`src/rtl/alu_arbiter.sv`:
```
// alu_arbiter: round-robin sharing of one single-cycle ALU between two valid/ready requesters,
// each with a registered response slot that is held until consumed.
module alu_arbiter #(
    parameter int CTL_W = 10,
    parameter int BRU_W = 7
) (
    input  logic             clk,
    input  logic             rst,
    input  logic             req_valid_0,
    output logic             req_ready_0,
    input  logic [CTL_W-1:0] req_ctl_0,
    input  logic [BRU_W-1:0] req_bructl_0,
    input  logic [31:0]      req_a_0,
    input  logic [31:0]      req_b_0,
    output logic             resp_valid_0,
    input  logic             resp_ready_0,
    output logic [31:0]      resp_data_0,
    output logic             resp_branch_0,
    output logic [15:0]      grant_cnt_0,
    input  logic             req_valid_1,
    output logic             req_ready_1,
    input  logic [CTL_W-1:0] req_ctl_1,
    input  logic [BRU_W-1:0] req_bructl_1,
    input  logic [31:0]      req_a_1,
    input  logic [31:0]      req_b_1,
    output logic             resp_valid_1,
    input  logic             resp_ready_1,
    output logic [31:0]      resp_data_1,
    output logic             resp_branch_1,
    output logic [15:0]      grant_cnt_1,
    output logic [CTL_W-1:0] alu_ctl,
    output logic [BRU_W-1:0] alu_bructl,
    output logic [31:0]      alu_a,
    output logic [31:0]      alu_b,
    input  logic [31:0]      alu_out,
    input  logic             alu_branch
);
    logic last_grant;
    logic elig_0, elig_1, grant_0, grant_1;

    // A full slot is only eligible when it is being drained in the same cycle.
    always_comb begin
        elig_0 = req_valid_0 && (!resp_valid_0 || resp_ready_0);
        elig_1 = req_valid_1 && (!resp_valid_1 || resp_ready_1);
        grant_0 = elig_0 && (!elig_1 || last_grant);
        grant_1 = elig_1 && (!elig_0 || !last_grant);
        req_ready_0 = grant_0;
        req_ready_1 = grant_1;
        alu_ctl = grant_0 ? req_ctl_0 : grant_1 ? req_ctl_1 : '0;
        alu_bructl = grant_0 ? req_bructl_0 : grant_1 ? req_bructl_1 : '0;
        alu_a = grant_0 ? req_a_0 : grant_1 ? req_a_1 : '0;
        alu_b = grant_0 ? req_b_0 : grant_1 ? req_b_1 : '0;
    end

    always_ff @(posedge clk or posedge rst) begin
        if (rst) begin
            last_grant <= 1'b1;
            resp_valid_0 <= 1'b0;
            resp_data_0 <= '0;
            resp_branch_0 <= 1'b0;
            grant_cnt_0 <= '0;
            resp_valid_1 <= 1'b0;
            resp_data_1 <= '0;
            resp_branch_1 <= 1'b0;
            grant_cnt_1 <= '0;
        end else begin
            if (grant_0) begin
                resp_valid_0 <= 1'b1;
                resp_data_0 <= alu_out;
                resp_branch_0 <= alu_branch;
                grant_cnt_0 <= grant_cnt_0 + 16'(grant_cnt_0 != 16'hFFFF);
                last_grant <= 1'b0;
            end else if (resp_ready_0) begin
                resp_valid_0 <= 1'b0;
            end
            if (grant_1) begin
                resp_valid_1 <= 1'b1;
                resp_data_1 <= alu_out;
                resp_branch_1 <= alu_branch;
                grant_cnt_1 <= grant_cnt_1 + 16'(grant_cnt_1 != 16'hFFFF);
                last_grant <= 1'b1;
            end else if (resp_ready_1) begin
                resp_valid_1 <= 1'b0;
            end
        end
    end
endmodule

```
`config.mk`:
```
export PLATFORM = sky130hd
export DESIGN_NAME = alu_arbiter
export DESIGN_NICKNAME = d
export VERILOG_FILES = /design/src/rtl/alu_arbiter.sv
export SDC_FILE = /design/constraint.sdc
export NUM_CORES = 1
export LEC_CHECK = 0
export ABC_CLOCK_PERIOD_IN_PS = 3000
export CAP_MARGIN = 25
export CELL_PAD_IN_SITES_DETAIL_PLACEMENT = 1
export CELL_PAD_IN_SITES_GLOBAL_PLACEMENT = 1
export CORE_MARGIN = 2
export CORE_UTILIZATION = 21
export CTS_CLUSTER_SIZE = 10
export DETAILED_ROUTE_END_ITERATION = 8
export PLACE_DENSITY = 0.77
export SLEW_MARGIN = 15
export SYNTH_ARGS = -nofsm -noshare
export SYNTH_HDL_FRONTEND = slang
export SYNTH_SLANG_ARGS = --single-unit
export TNS_END_PERCENT = 100
```
`constraint.sdc`:
```
create_clock -name clk -period 3 [get_ports clk]
set_input_delay 0.6 -clock clk [delete_from_list [all_inputs] [get_ports clk]]
set_output_delay 0.6 -clock clk [all_outputs]
set_load 0.05 [all_outputs]
```
==> results.toml, run 1 <==
[worst_setup_path]
r2r_slack_ns = 0.50
worstSetupPathDepth = 7
critPathLaunch = "resp_ready_0"
cp.buffers_inverters = 4
critPathMaxFanout = 18
critical_path_class = "in2out"
critPathArrivalTime_ns = 2.34
crit_end = "alu_b[4]"
start_kind = "input port"
reg2reg_depth = 10
r2r_end = "grant_cnt_1[10]"
required_ns = 2.40
max_stage_delay_ns = 0.49
crit_family = "buffers and inverters"
crit_chain = "clkdlybuf4s50_1 > and2b_1 > o211ai_4 > inv_4 > buf_4 > a22o_1 > buf_12"
timing.critical_path.to_type = "primary output"
slowest_stage = "clkdlybuf4s50_1"
rr_startpoint = "grant_cnt_1[4]"

[drt]
wl_met1_mm = 9.67
wl_met2_mm = 14.3
drc_errors = 0
wire_per_inst_um = 21.0
num_vias = 5744
ant_nets = 0
first_pass_iters = 4
drt-total-wl_mm = 26.5
route.met3.wl_mm = 1.98
top_layer = "met4"
viasPerCell = 4.55
drt_iter0_drc = 191

[placement]
dp_hpwl_mm = 20.6
placed_cells = 1226
portBuffers = 383
gp_congestion = 0.925

[hold_path]
hold_class = "reg2reg"
hold_depth = 2

[sta]
timing.final.hold_violations = 0
clock_skew_ns = 0.0117
finalSetupTns_ns = 0
slew_violations = 0
worst_pin_slew_ns = 0.609
fin_crit_sh_pct = 98.0
rsz0062_at_grt = "false"
hold_ws_ns = 0.473
setup_viol = 0
fmaxAchievable_mhz = 340
relSlewSlack_pct = 59.3
min_period_ns = 2.94

[global_route]
antenna_found_initial = 12
grt_overflow = 0
grt_pass1_vias = 6010
grt_pass1_wl_mm = 37.7
grt_usage_pct = 19.5
grt_max_degree = 64

[synthesis]
synth_fp_nets = 749
netlist_instances = 542
synth-seq-cells = 101
netlist_area_um2 = 5050
ys_types = 30
syn_area_per_cell_um2 = 9.32
synth_seq_area_share_pct = 50.1
yosys_warnings = 0

[die]
rows = 56
ios = 384
die_width_um = 159
die_area_um2 = 25300
fp.dieH_um = 159
start_util_pct = 21.4
core_area_um2 = 23500

[flow_run]
maxCapViolCount = 0

[run_status]
outcome = "complete, no violations"

[power_and_ir_drop]
power.total_mw = 7.51
power_density_nw_per_um2 = 705
ir_worst_vdd_v = 0.000323
p_leak_nw = 4.77

[cts]
cts_tree = "done"
clock_path_buffers = 2
insertion_delay_ns = 0.35
clock_sinks = 101
numCtsBuffers = 9
cts_root_buffer = "clkbuf_16"
cts-htree-levels = 3
clkTransAtPathRegs_ns = 0.07

[finish]
fin_nets = 1134
n_fill_cell = 2587
final_cells = 1263
drive_above_1_share_pct = 16.1
area_growth_syn_to_layout_pct = 111
postLayoutCoreUtil_pct = 45.3
## cells by family after synthesis
logic type	Yosys count	share of synthesized area, %
buf+inv	44	5.20
flops	101	50.1
xor+xnor	28	4.86
compound gates	85	15.1
fa+ha+maj	6	1.49
simple gates	278	23.2
## worst min-delay path, delay by kind of cell, from the launching register on
| family | cells | cell delay, ns |
|---|---|---|
| flip-flops | 1 | 0.34 |
| AND/OR/NAND/NOR | 2 | 0.10 |
## cells in the mapped netlist (all sizes together)
master	count	area, um2
nand4	7	43.8
and4	3	26.3
nor4	7	56.3
ha	6	75.1
nor2	3	11.3
clkbuf	8	30.0
or4b	1	10.0
o2111ai	1	8.76
buf	27	199
nand3	10	50.1
xor2	14	123
nand2b	2	12.5
nor3	8	40.0
o211ai	1	12.5
o311ai	1	26.3
inv	9	33.8
dfrtp	100	2500
or3	2	12.5
o31ai	1	7.51
nand2	228	856
dfstp	1	26.3
and3	4	25.0
and2b	2	15.0
nor4b	1	15.0
xnor2	14	123
a22o	81	709
## final cells by class
class | instances | area (um2) | share of cell area [%]
Tap cell | 319 | 399 | 3.74
Inverter | 9 | 45.0 | 0.422
Clock buffer | 14 | 274 | 2.57
Sequential cell | 101 | 2530 | 23.7
Timing Repair Buffer | 409 | 4960 | 46.5
Clock inverter | 2 | 16.3 | 0.153
Multi-Input combinational cell | 397 | 2410 | 22.6
Antenna cell | 12 | 30.0 | 0.282
## flip-flops by register name, indices dropped and copies added (netlist names)
name	cells
last_grant	1
grant_cnt_0	16
resp_data_1	32
grant_cnt_1	16
resp_data_0	32
resp_valid_1	1
resp_branch_0	1
resp_branch_1	1
resp_valid_0	1
## power breakdown
| part | internal, mW | total [mW] | leakage, nW | switching, mW |
|---|---|---|---|---|
| Sequential | 1.67 | 1.93 | 1.25 | 0.255 |
| Clock | 0.635 | 1.16 | 0.139 | 0.527 |
| Combinational | 1.76 | 4.43 | 3.38 | 2.67 |
| Total | 4.06 | 7.51 | 4.77 | 3.45 |
## repair_timing
item / in CTS / in global routing
setup endpoints to repair: 0 / 1
gates resized for setup: 0 / 23
hold buffers: 0 / 0
buffers inserted: 0 / 2
## routing by layer
layer	vias to the layer above	global-route usage, %
li1	2629	-
met1	2847	20.6
met2	244	34.5
met3	24	6.85
met4	0	9.30
met5	-	0
## through the flow
step                      worst slack, ns  instance area [um2]
after detailed placement           0.0666                 9990
after global routing               0.0297                10700
after CTS                          0.0651                10300
after global placement             0.0997                 9990
after floorplan                     0.468                 5050
final                              0.0607                10700
## worst min path at each step
stage	end	slack [ns]	from
2_1_floorplan	last_grant	0.48	last_grant
4_1_cts	resp_data_1[24]	0.48	resp_data_1[24]
3_5_place_dp	resp_data_1[24]	0.46	resp_data_1[24]
6_report	resp_data_1[24]	0.47	resp_data_1[24]
3_3_place_gp	resp_data_1[25]	0.46	resp_data_1[25]
5_1_grt	resp_data_0[24]	0.50	resp_data_0[24]
## cell usage in the layout, fill, tap and decap left out, types with 2 or more instances in the layout
cell type	instances
nand2_1	228
nand4_1	7
diode_2	12
a22o_1	65
nor3_1	8
and4_1	3
nor4_1	5
xnor2_1	14
nor4_2	2
ha_1	6
nand3_1	10
and3_1	4
buf_12	81
nor2_1	3
xor2_1	14
clkinvlp_4	2
nand2b_1	2
a22o_4	16
clkbuf_16	15
buf_4	18
clkbuf_8	3
buf_6	3
clkinv_4	2
dfrtp_1	100
or3_1	2
clkbuf_1	2
clkdlybuf4s50_1	299
inv_1	5
Power figures use the tool's default switching activity.
==> inputs of run 2 (changes only) <==
- SKIP_CTS_REPAIR_TIMING: default -> 1
==> results of run 2 <==
Final layout, timing and power as in run 1 (identical DEF).
